==> config.mk <==
export PLATFORM = sky130hd
export DESIGN_NAME = muestreo_adc_spi
export DESIGN_NICKNAME = d
export VERILOG_FILES = /design/src/rtl/muestreo_adc_spi.sv
export SDC_FILE = /design/constraint.sdc
export NUM_CORES = 1
export LEC_CHECK = 0
export ABC_CLOCK_PERIOD_IN_PS = 2200
export CELL_PAD_IN_SITES_DETAIL_PLACEMENT = 0
export CELL_PAD_IN_SITES_GLOBAL_PLACEMENT = 2
export CORE_ASPECT_RATIO = 1.4
export CORE_UTILIZATION = 37
export CTS_CLUSTER_SIZE = 20
export DETAILED_ROUTE_END_ITERATION = 8
export MAX_ROUTING_LAYER = met4
export PLACE_DENSITY = 0.84
export SLEW_MARGIN = 30
export SYNTH_ARGS = -nofsm -noshare
export SYNTH_HDL_FRONTEND = slang
export SYNTH_SLANG_ARGS = --single-unit
==> constraint.sdc <==
create_clock -name clk -period 2.2 [get_ports clk]
set_clock_uncertainty 0.15 [all_clocks]
set_input_delay 0.22 -clock clk [delete_from_list [all_inputs] [get_ports clk]]
set_output_delay 0.22 -clock clk [all_outputs]
set_load 0.02 [all_outputs]
==> src/rtl/muestreo_adc_spi.sv <==
// muestreo_adc_spi: periodic 16-sclk serial ADC capture, offset-binary to signed yk with datolisto pulse
module muestreo_adc_spi #(
  parameter int N             = 16,
  parameter int ADC_BITS      = 12,
  parameter int FRAC_SHIFT    = 4,
  parameter int CLK_DIV       = 4,
  parameter int SAMPLE_PERIOD = 5000
) (
  input  logic         clk,
  input  logic         reset,
  input  logic         enable,
  input  logic         sdata,
  output logic         cs_n,
  output logic         sclk,
  output logic [N-1:0] yk,
  output logic         datolisto,
  output logic         err_trama,
  output logic         overrun
);
  localparam int TW = $clog2(SAMPLE_PERIOD);
  localparam int DW = $clog2(CLK_DIV + 1);
  localparam int LB = 16 - ADC_BITS;
  typedef enum logic [2:0] {IDLE, SETUP, SHIFT, QUIET, DONE} state_t;
  state_t state, state_d;
  logic [TW-1:0] cnt;
  logic [DW-1:0] div, div_d;
  logic [4:0] nbit, nbit_d;
  logic [15:0] sh, sh_d;
  logic [N-1:0] yk_d, ext;
  logic [ADC_BITS:0] cen;
  logic tick, div_end, ok, cs_n_d, sclk_d, dl_d, err_d;
  assign tick = enable && cnt == TW'(SAMPLE_PERIOD - 1);
  assign div_end = div == DW'(CLK_DIV - 1);
  assign ok = ~|sh[15 -: LB];
  assign cen = {1'b0, sh[ADC_BITS-1:0]} - {2'b01, {(ADC_BITS-1){1'b0}}};
  assign ext = {{(N-ADC_BITS-1){cen[ADC_BITS]}}, cen};
  // sample-rate timer; disabling clears it so the first tick lands a full period after enable
  always_ff @(posedge clk or negedge reset)
    if (!reset) cnt <= '0;
    else cnt <= (!enable || tick) ? '0 : cnt + 1'b1;
  // state and registered outputs; a tick outside IDLE only marks overrun
  always_ff @(posedge clk or negedge reset)
    if (!reset) begin
      state <= IDLE;
      div <= '0;
      nbit <= '0;
      sh <= '0;
      cs_n <= 1'b1;
      sclk <= 1'b1;
      yk <= '0;
      datolisto <= 1'b0;
      err_trama <= 1'b0;
      overrun <= 1'b0;
    end else begin
      state <= state_d;
      div <= div_d;
      nbit <= nbit_d;
      sh <= sh_d;
      cs_n <= cs_n_d;
      sclk <= sclk_d;
      yk <= yk_d;
      datolisto <= dl_d;
      err_trama <= err_d;
      overrun <= overrun | (tick && state != IDLE);
    end
  // frame sequencing: sdata is taken on the edge that raises sclk, 16 rises per frame
  always_comb begin
    state_d = state;
    div_d = div;
    nbit_d = nbit;
    sh_d = sh;
    cs_n_d = cs_n;
    sclk_d = sclk;
    yk_d = yk;
    dl_d = 1'b0;
    err_d = 1'b0;
    case (state)
      IDLE: if (tick) begin
        state_d = SETUP;
        cs_n_d = 1'b0;
        div_d = '0;
        nbit_d = '0;
      end
      SETUP: begin
        div_d = div_end ? '0 : div + 1'b1;
        if (div_end) begin
          state_d = SHIFT;
          sclk_d = 1'b0;
        end
      end
      SHIFT: begin
        div_d = div_end ? '0 : div + 1'b1;
        if (div_end && !sclk) begin
          sclk_d = 1'b1;
          sh_d = {sh[14:0], sdata};
          nbit_d = nbit + 1'b1;
        end else if (div_end && nbit == 5'd16) begin
          state_d = QUIET;
          cs_n_d = 1'b1;
        end else if (div_end) sclk_d = 1'b0;
      end
      QUIET: begin
        div_d = div_end ? '0 : div + 1'b1;
        if (div_end) begin
          state_d = DONE;
          dl_d = ok;
          err_d = !ok;
          yk_d = ok ? ext << FRAC_SHIFT : yk;
        end
      end
      default: state_d = IDLE;
    endcase
  end
endmodule
# Word-level counts from Yosys, hierarchy flattened
# Index checks and enable logic that the tools add are counted.
totals:
  reg_bits: 57
  input_bits: 4
  out_inout_bits: 21
  wordCells: 77
classes:
  n_addsub: 4
  n_eq_ne: 13
  muxes: 25
  bitwise: 2
  reduce_logical: 22
ops:
  columns: ["cell", "n"]
  rows:
  - ["$mux 3", 7]
  - ["$add 13x1->13 const B", 1]
  - ["$eq 13x13->1 const B", 1]
  - ["$mux 13", 1]
  - ["$ne 2x2->1 const B", 6]
  - ["$pmux 3 s4", 1]
  - ["$sub 12x12->12 const B", 1]
  - ["$mux 1", 10]
  - ["$mux 5", 2]
  - ["$pmux 5 s2", 1]
  - ["$eq 3x2->1 const B", 3]
  - ["$pmux 3 s2", 1]
  - ["$reduce_and 2->1", 3]
  - ["$reduce_and 3->1", 2]
  - ["$reduce_bool 2->1", 3]
  - ["$add 5x1->5 const B", 1]
  - ["$eq 5x5->1 const B", 1]
  - ["$reduce_and 5->1", 1]
  - ["$logic_and 1x1->1", 4]
  - ["$pmux 1 s2", 2]
  - ["$reduce_and 4->1", 1]
  - ["$reduce_or 4->1", 1]
  - ["$add 3x1->3 const B", 1]
  - ["$eq 3x1->1 const B", 1]
  - ["8 further kinds", 10]

# Logic depth before layout (Yosys ltp)
# Gate-level depths: netlist (run 1).
depth:
  depth_word: 5
  mapped_depth: 7
  ltp_nobuf: 6

# Worst setup path after synthesis (run 1)
# Ideal clock, no wire load.
synth_timing:
  path_kind: "reg2reg"
  from: "reg state[2]"
  to: "reg sh[13]"
  setup_ns: 0.125
  t_arrival_ns: 1.437
  t_required_ns: 1.925
  path_slack_ns: 0.489
  stages_incl_launch_ff: 6
  n_path_buf: 2
  synth_period_minus_slack_ns: 1.711
  cell_sequence: "dfrtp_1 buf_6 and4bb_4 and2_1 buf_4 mux2_2"
synth_via:
  elab_chain_cells: 2
synth_rtl:
  columns: ["item", "line_no", "rtl"]
  rows:
  - ["from (decl)", "24", "state_t state, state_d;"]
  - ["from (signal assigned)", "55", "state <= state_d;"]
  - ["$eq 3x2->1", "77", "case (state)"]
  - ["$reduce_and 2->1 (no line)", null, null]
  - ["to (signal assigned)", "47", "sh <= '0;"]
  - ["to (signal assigned)", "58", "sh <= sh_d;"]
  - ["to (decl)", "28", "logic [15:0] sh, sh_d;"]
# No other way between the ends.
# A chain may end at the register's enable or synchronous reset.

# Worst setup path after layout (run 1)
layout_timing:
  from: "reg sclk"
  to: "out sclk"
layout_lines:
  columns: ["item", "line_no", "rtl"]
  rows:
  - ["from (decl)", "14", "output logic sclk,"]
  - ["from (signal assigned)", "60", "sclk <= sclk_d;"]
# No word-level cell between the ends.

==> impl_metrics.py, run 1 <==
metrics = {
    "die": {
        "io-pin-count": 25,
        "core_um2": 6660,
        "start_util": 0.389,
        "die_w_um": 72.7,
        "die_h_um": 101,
        "fp.dieArea_um2": 7340,
        "fp-row-count": 35,
    },
    "routing": {
        "wl_um": 4690,
        "avgRoutedWirePerCell_um": 13.0,
        "dr.first_iter.drc_count": 50,
        "drc": 0,
        "drtPass1Iterations": 4,
        "avgViaCountPerCell": 4.74,
        "vias": 1711,
        "ant_nets": 0,
    },
    "setup_path": {
        "reg2reg_from": "div[0]",
        "endpoint_kind": "output pin",
        "crit_start": "sclk",
        "worstSetupPathType": "reg2out",
        "cp_slowest_cell": "clkdlybuf4s50_1",
        "worstSetupStartpointType": "flip-flop",
        "required_ns": 1.83,
        "worstPathArrival_ns": 1.53,
        "critPathTopFamily": "buffers and inverters",
        "crit_fanout": 6,
        "crit_chain": "clkdlybuf4s50_1",
        "cpPeakStageDelay_ns": 0.62,
        "path_buf_inv": 1,
    },
    "finish": {
        "stdcell_count": 361,
        "fin_nets": 272,
        "drive_gt1_frac": 0.160,
        "multi_input_area_um2": 1060,
        "fillers": 668,
        "fin_util": 0.464,
        "final_area_um2": 3090,
        "antenna_cells": 0,
        "regArea_um2": 1430,
        "synthToLayoutAreaGrowth_pct": 19.2,
    },
    "synth": {
        "synth_edf_count": 0,
        "synth_commonest_cells": "dfrtp_1 (55), nand2_1 (50), nor2_1 (18)",
        "post-synth-top-count-cell": "dfrtp_1",
        "synthCells": 237,
        "yosysSeqAreaShare": 0.552,
        "synth_adder_area_share": 0.0193,
        "synth.cell_area_um2": 2590,
        "synth_top_area_cell": "dfrtp_1",
        "synth_compound_area_frac": 0.0488,
        "synth_warnings": 0,
        "syn_area_per_cell_um2": 10.9,
        "synth_mux_area_frac": 0.0710,
        "synth-seq-cells": 57,
        "synth.distinct_cells": 45,
        "synthXorXnorAreaFrac": 0.0474,
        "synth_top_family_by_area": "simple AND/OR/NAND/NOR gates",
        "ys_top_cells_by_area": "dfrtp_1 (53%), nand2_1 (7.2%), mux2_4 (4.1%)",
        "async_reset_ff_frac": 1.00,
        "synth_top_flop_cell": "dfrtp_1",
        "yosys.area_share.simple": 0.216,
        "yosysTopAreaCellShare": 0.532,
    },
    "timing": {
        "setup_viol": 0,
        "drv_slew": 0,
        "maxSlewHeadroom": 0.661,
        "setup_tns_ns": 0,
        "period_needed_ns": 1.90,
        "period_share": 0.863,
        "tightest_slew_ns": 0.508,
        "finalWorstSetupSlack_ns": 0.301,
        "fmax_mhz": 527,
        "rsz0062_at_grt": "no",
        "hold_viol_final": 0,
        "whs_ns": 0.248,
    },
    "clock_tree": {
        "ctsRootBufferMaster": "clkbuf_8",
        "post_cts_buffers": 0,
        "numCtsBuffers": 9,
        "clkTransAtPathRegs_ns": 0.07,
        "cts_tree": "done",
        "clk_latency_ns": 0.33,
        "cts_resized": 0,
        "cts_max_level": 3,
        "cts_sinks": 57,
        "clock_path_buffers": 2,
        "hold_buffers": 1,
    },
    "global_routing": {
        "grt_usage": 0.157,
        "antenna_found_initial": 0,
        "grt_max_degree": 38,
        "grt_overflow": 0,
        "grt_pass1_vias": 1736,
        "grt_pass1_wl_um": 8360,
    },
    "placement": {
        "place_area_um2": 2870,
        "post-place-ws_ns": 0.245,
        "dp_hpwl_um": 3190,
        "dp.cells": 344,
        "port-buffer-count": 20,
        "gp_congestion": 0.785,
    },
    "flow_run": {
        "max_cap_violations": 0,
    },
    "run_status": {
        "status": "finished clean",
    },
    "power": {
        "cellPowerDensity_nw_per_um2": 685,
        "power_mw": 2.11,
        "ir_drop_uv": 432,
        "p_leak_nw": 1.47,
    },
    "min_path": {
        "hold_class": "in2async",
    },
}
worst register-to-register path, delay by kind of cell, from the launching register on:
family | cells | cell delay [ns]
muxes | 1 | 0.36
and+or+nand+nor | 2 | 0.58
adders and majority gates | 1 | 0.23
DFF | 1 | 0.38
cells by family (layout without fill, tap and decap cells):
logic type                 after synthesis  count (layout)
DFF                                     57              57
buffers and inverters                   19              48
muxes                                   14              14
AOI/OAI and AO/OA                       19              19
xor gates and xnor gates                14              14
adders and majority gates                4               4
and+or+nand+nor                        109             109
other                                    1               4
registers in the layout, indices dropped and copies added (netlist names):
signal and flops:
yk 12, datolisto 1, cs_n 1, nbit 5
cnt 13, sh 16, div 3, sclk 1
overrun 1, err_trama 1, state 3
layout by cell type, fill, tap and decap left out, drive strengths merged, types with 7 or more instances in the layout:
cell	instances
clkdlybuf4s50	19
mux2	14
xor2	8
nor2	18
clkbuf	14
dfrtp	55
nand3	7
nand2	51
final timing paths:
kind / end / depth (start not counted) / slack (ns)
setup reg to reg: sh[13] / 4 / 0.37
setup / recovery: sclk / 1 / 0.30
hold / removal: cnt[2] / 2 / 0.25
max in group asynchronous: cs_n / 3 / 1.02
min in group clk: sh[0] / 3 / 0.27
hold reg to reg: overrun / 1 / 0.33
area by class of cell:
cell class	count	area share
clock buffer	14	0.0559
clock inverter	2	0.0113
inverter	6	0.00730
multi-input combinational	164	0.343
sequential	57	0.463
tap	92	0.0373
timing repair buffer	26	0.0827
routing by layer:
| layer | global-route usage | up-vias | wire length (um) |
|---|---|---|---|
| li1 | - | 848 | - |
| met1 | 0.190 | 833 | 2230 |
| met2 | 0.235 | 22 | 2200 |
| met3 | 0.0380 | 8 | 140 |
| met4 | 0.0950 | 0 | 125 |
| met5 | - | - | 0 |
power breakdown:
group | internal, mW | switching, mW | total (mW)
Combinational | 0.0135 | 0.0342 | 0.0477
Clock | 0.615 | 0.393 | 1.01
Sequential | 1.05 | 0.00496 | 1.06
Power figures use the tool's default switching activity.
==> run 2: changes to the inputs <==
--- a/config.mk
+++ b/config.mk
@@ -5,12 +5,11 @@
 export SDC_FILE = /design/constraint.sdc
 export NUM_CORES = 1
 export LEC_CHECK = 0
-export ABC_CLOCK_PERIOD_IN_PS = 2200
 export CELL_PAD_IN_SITES_DETAIL_PLACEMENT = 0
 export CELL_PAD_IN_SITES_GLOBAL_PLACEMENT = 2
-export CORE_ASPECT_RATIO = 1.4
+export CORE_ASPECT_RATIO = 0.7
 export CORE_UTILIZATION = 37
-export CTS_CLUSTER_SIZE = 20
+export CTS_CLUSTER_SIZE = 25
 export DETAILED_ROUTE_END_ITERATION = 8
 export MAX_ROUTING_LAYER = met4
 export PLACE_DENSITY = 0.84
==> impl_metrics.py, run 2 (synthesis gave the netlist of run 1 again) <==
metrics = {
    "power": {
        "p_leak_nw": 1.48,
        "clockPowerShare": 0.482,
        "seqPwrFrac": 0.496,
        "cellPowerDensity_nw_per_um2": 689,
        "netSwitchingFraction": 0.201,
        "p_comb_frac": 0.023,
        "p_sw_uw": 428,
        "ir_drop_uv": 304,
        "internal_power_mw": 1.71,
    },
    "timing": {
        "maxSlewHeadroom": 0.609,
        "setup_viol": 0,
        "setup_tns_ns": 0,
        "hold_viol_final": 0,
        "fmax_mhz": 528,
        "period_share": 0.861,
        "drv_slew": 0,
        "period_needed_ns": 1.89,
        "tightest_slew_ns": 0.586,
        "rsz0062_at_grt": "no",
    },
    "placement": {
        "dp_hpwl_um": 3060,
        "port-buffer-count": 20,
        "gp_congestion": 0.742,
    },
    "setup_path": {
        "path_buf_inv": 1,
        "r2r-end": "sh[13]",
        "crit_chain": "clkdlybuf4s50_1",
        "worstSetupStartpointType": "flip-flop",
        "endpoint_kind": "output pin",
        "cp_slowest_cell": "clkdlybuf4s50_1",
        "r2r_slack_ns": 0.35,
        "critPathTopFamily": "buffers and inverters",
        "crit_fanout": 6,
        "reg2reg_from": "state[2]",
        "worstPathArrival_ns": 1.52,
        "crit_cells": 1,
        "cpPeakStageDelay_ns": 0.62,
        "required_ns": 1.83,
        "worstSetupPathType": "reg2out",
        "reg2reg_depth": 3,
    },
    "finish": {
        "reg_top3": "sh (16), cnt (13), yk (12)",
        "synthToLayoutAreaGrowth_pct": 19.6,
        "fin_nets": 272,
        "fin_util": 0.458,
        "top_register": "sh",
        "antenna_cells": 0,
        "largest_reg_flops": 16,
        "drive_gt1_frac": 0.164,
        "final_common_cell": "dfrtp_1",
        "final_cell_mix": "dfrtp_1 (55), nand2_1 (50), clkdlybuf4s50_1 (19)",
    },
    "run_status": {
        "status": "finished clean",
    },
    "clock_tree": {
        "cts_max_level": 3,
        "clock_path_buffers": 2,
        "cts_resized": 0,
        "cts_sinks": 57,
        "cts_tree": "done",
        "clk_latency_ns": 0.33,
        "numCtsBuffers": 9,
        "clkTransAtPathRegs_ns": 0.07,
        "ctsRootBufferMaster": "clkbuf_8",
    },
    "die": {
        "die_w_um": 102,
        "die_h_um": 72.0,
        "start_util": 0.383,
        "io-pin-count": 25,
        "fp-row-count": 25,
        "core_um2": 6760,
        "fp.dieArea_um2": 7340,
    },
    "routing": {
        "ant_nets": 0,
        "dr.first_iter.drc_count": 52,
        "avgRoutedWirePerCell_um": 12.4,
        "avgViaCountPerCell": 4.65,
        "wl_um": 4490,
        "vias": 1685,
        "drtPass1Iterations": 4,
        "drc": 0,
    },
    "global_routing": {
        "grt_usage": 0.150,
        "grt_overflow": 0,
        "antenna_found_initial": 0,
        "grt_pass1_wl_um": 8030,
        "grt_max_degree": 35,
        "grt_pass1_vias": 1657,
    },
    "min_path": {
        "hold_class": "in2async",
    },
    "flow_run": {
        "max_cap_violations": 0,
    },
}
## run 2: routing by layer
metal / GRT usage / vias to the layer above / part of all wire
met3: 0.0549 / 2 / 0.040
li1: - / 854 / -
met2: 0.190 / 26 / 0.40
met5: - / - / 0
met1: 0.213 / 803 / 0.55
met4: 0.0571 / 0 / 0.0040
## run 2: worst max path at each step
stage                  start       to  slack (ns)
floorplan           state[2]   sh[13]        0.49
global placement      enable  nbit[3]        0.30
detailed placement    enable  nbit[3]        0.26
CTS                     sclk     sclk        0.29
global route          cnt[5]   div[2]        0.24
finish                  sclk     sclk        0.31
## run 2: what timing repair did
| item | in CTS | in global routing |
|---|---|---|
| buffers inserted | 0 | 0 |
| endpoints found under the hold margin | 23 | 0 |
| hold buffers | 1 | 0 |
## run 2: cell type report
cell class	instances	area [um2]
sequential	57	1430
clock buffer	13	179
clock inverter	2	35.0
fill	653	3660
timing repair buffer	26	255
tap	94	118
inverter	6	22.5
multi-input combinational	164	1060
## run 2: stage by stage
step | cells | hold WS (ns) | total power, mW | worst slack, ns | cell area (um2)
after floorplan | 240 | -0.226 | 1.10 | 0.489 | 2600
after global placement | 346 | 0.0996 | 1.12 | 0.299 | 2870
after detailed placement | 346 | 0.107 | 1.13 | 0.258 | 2870
after CTS | 362 | 0.270 | 2.17 | 0.291 | 3100
after global routing | 362 | 0.294 | 2.23 | 0.237 | 3100
final | 362 | 0.280 | 2.13 | 0.306 | 3100
## run 2: power groups by stage
stage                     combinational (mW)  clock, mW  sequential [mW]
after detailed placement              0.0489          0             1.08
final                                 0.0481       1.03             1.06
after global routing                  0.0561       1.12             1.06
after floorplan                       0.0211          0             1.08
after global placement                0.0487          0             1.08
after CTS                             0.0505       1.06             1.06
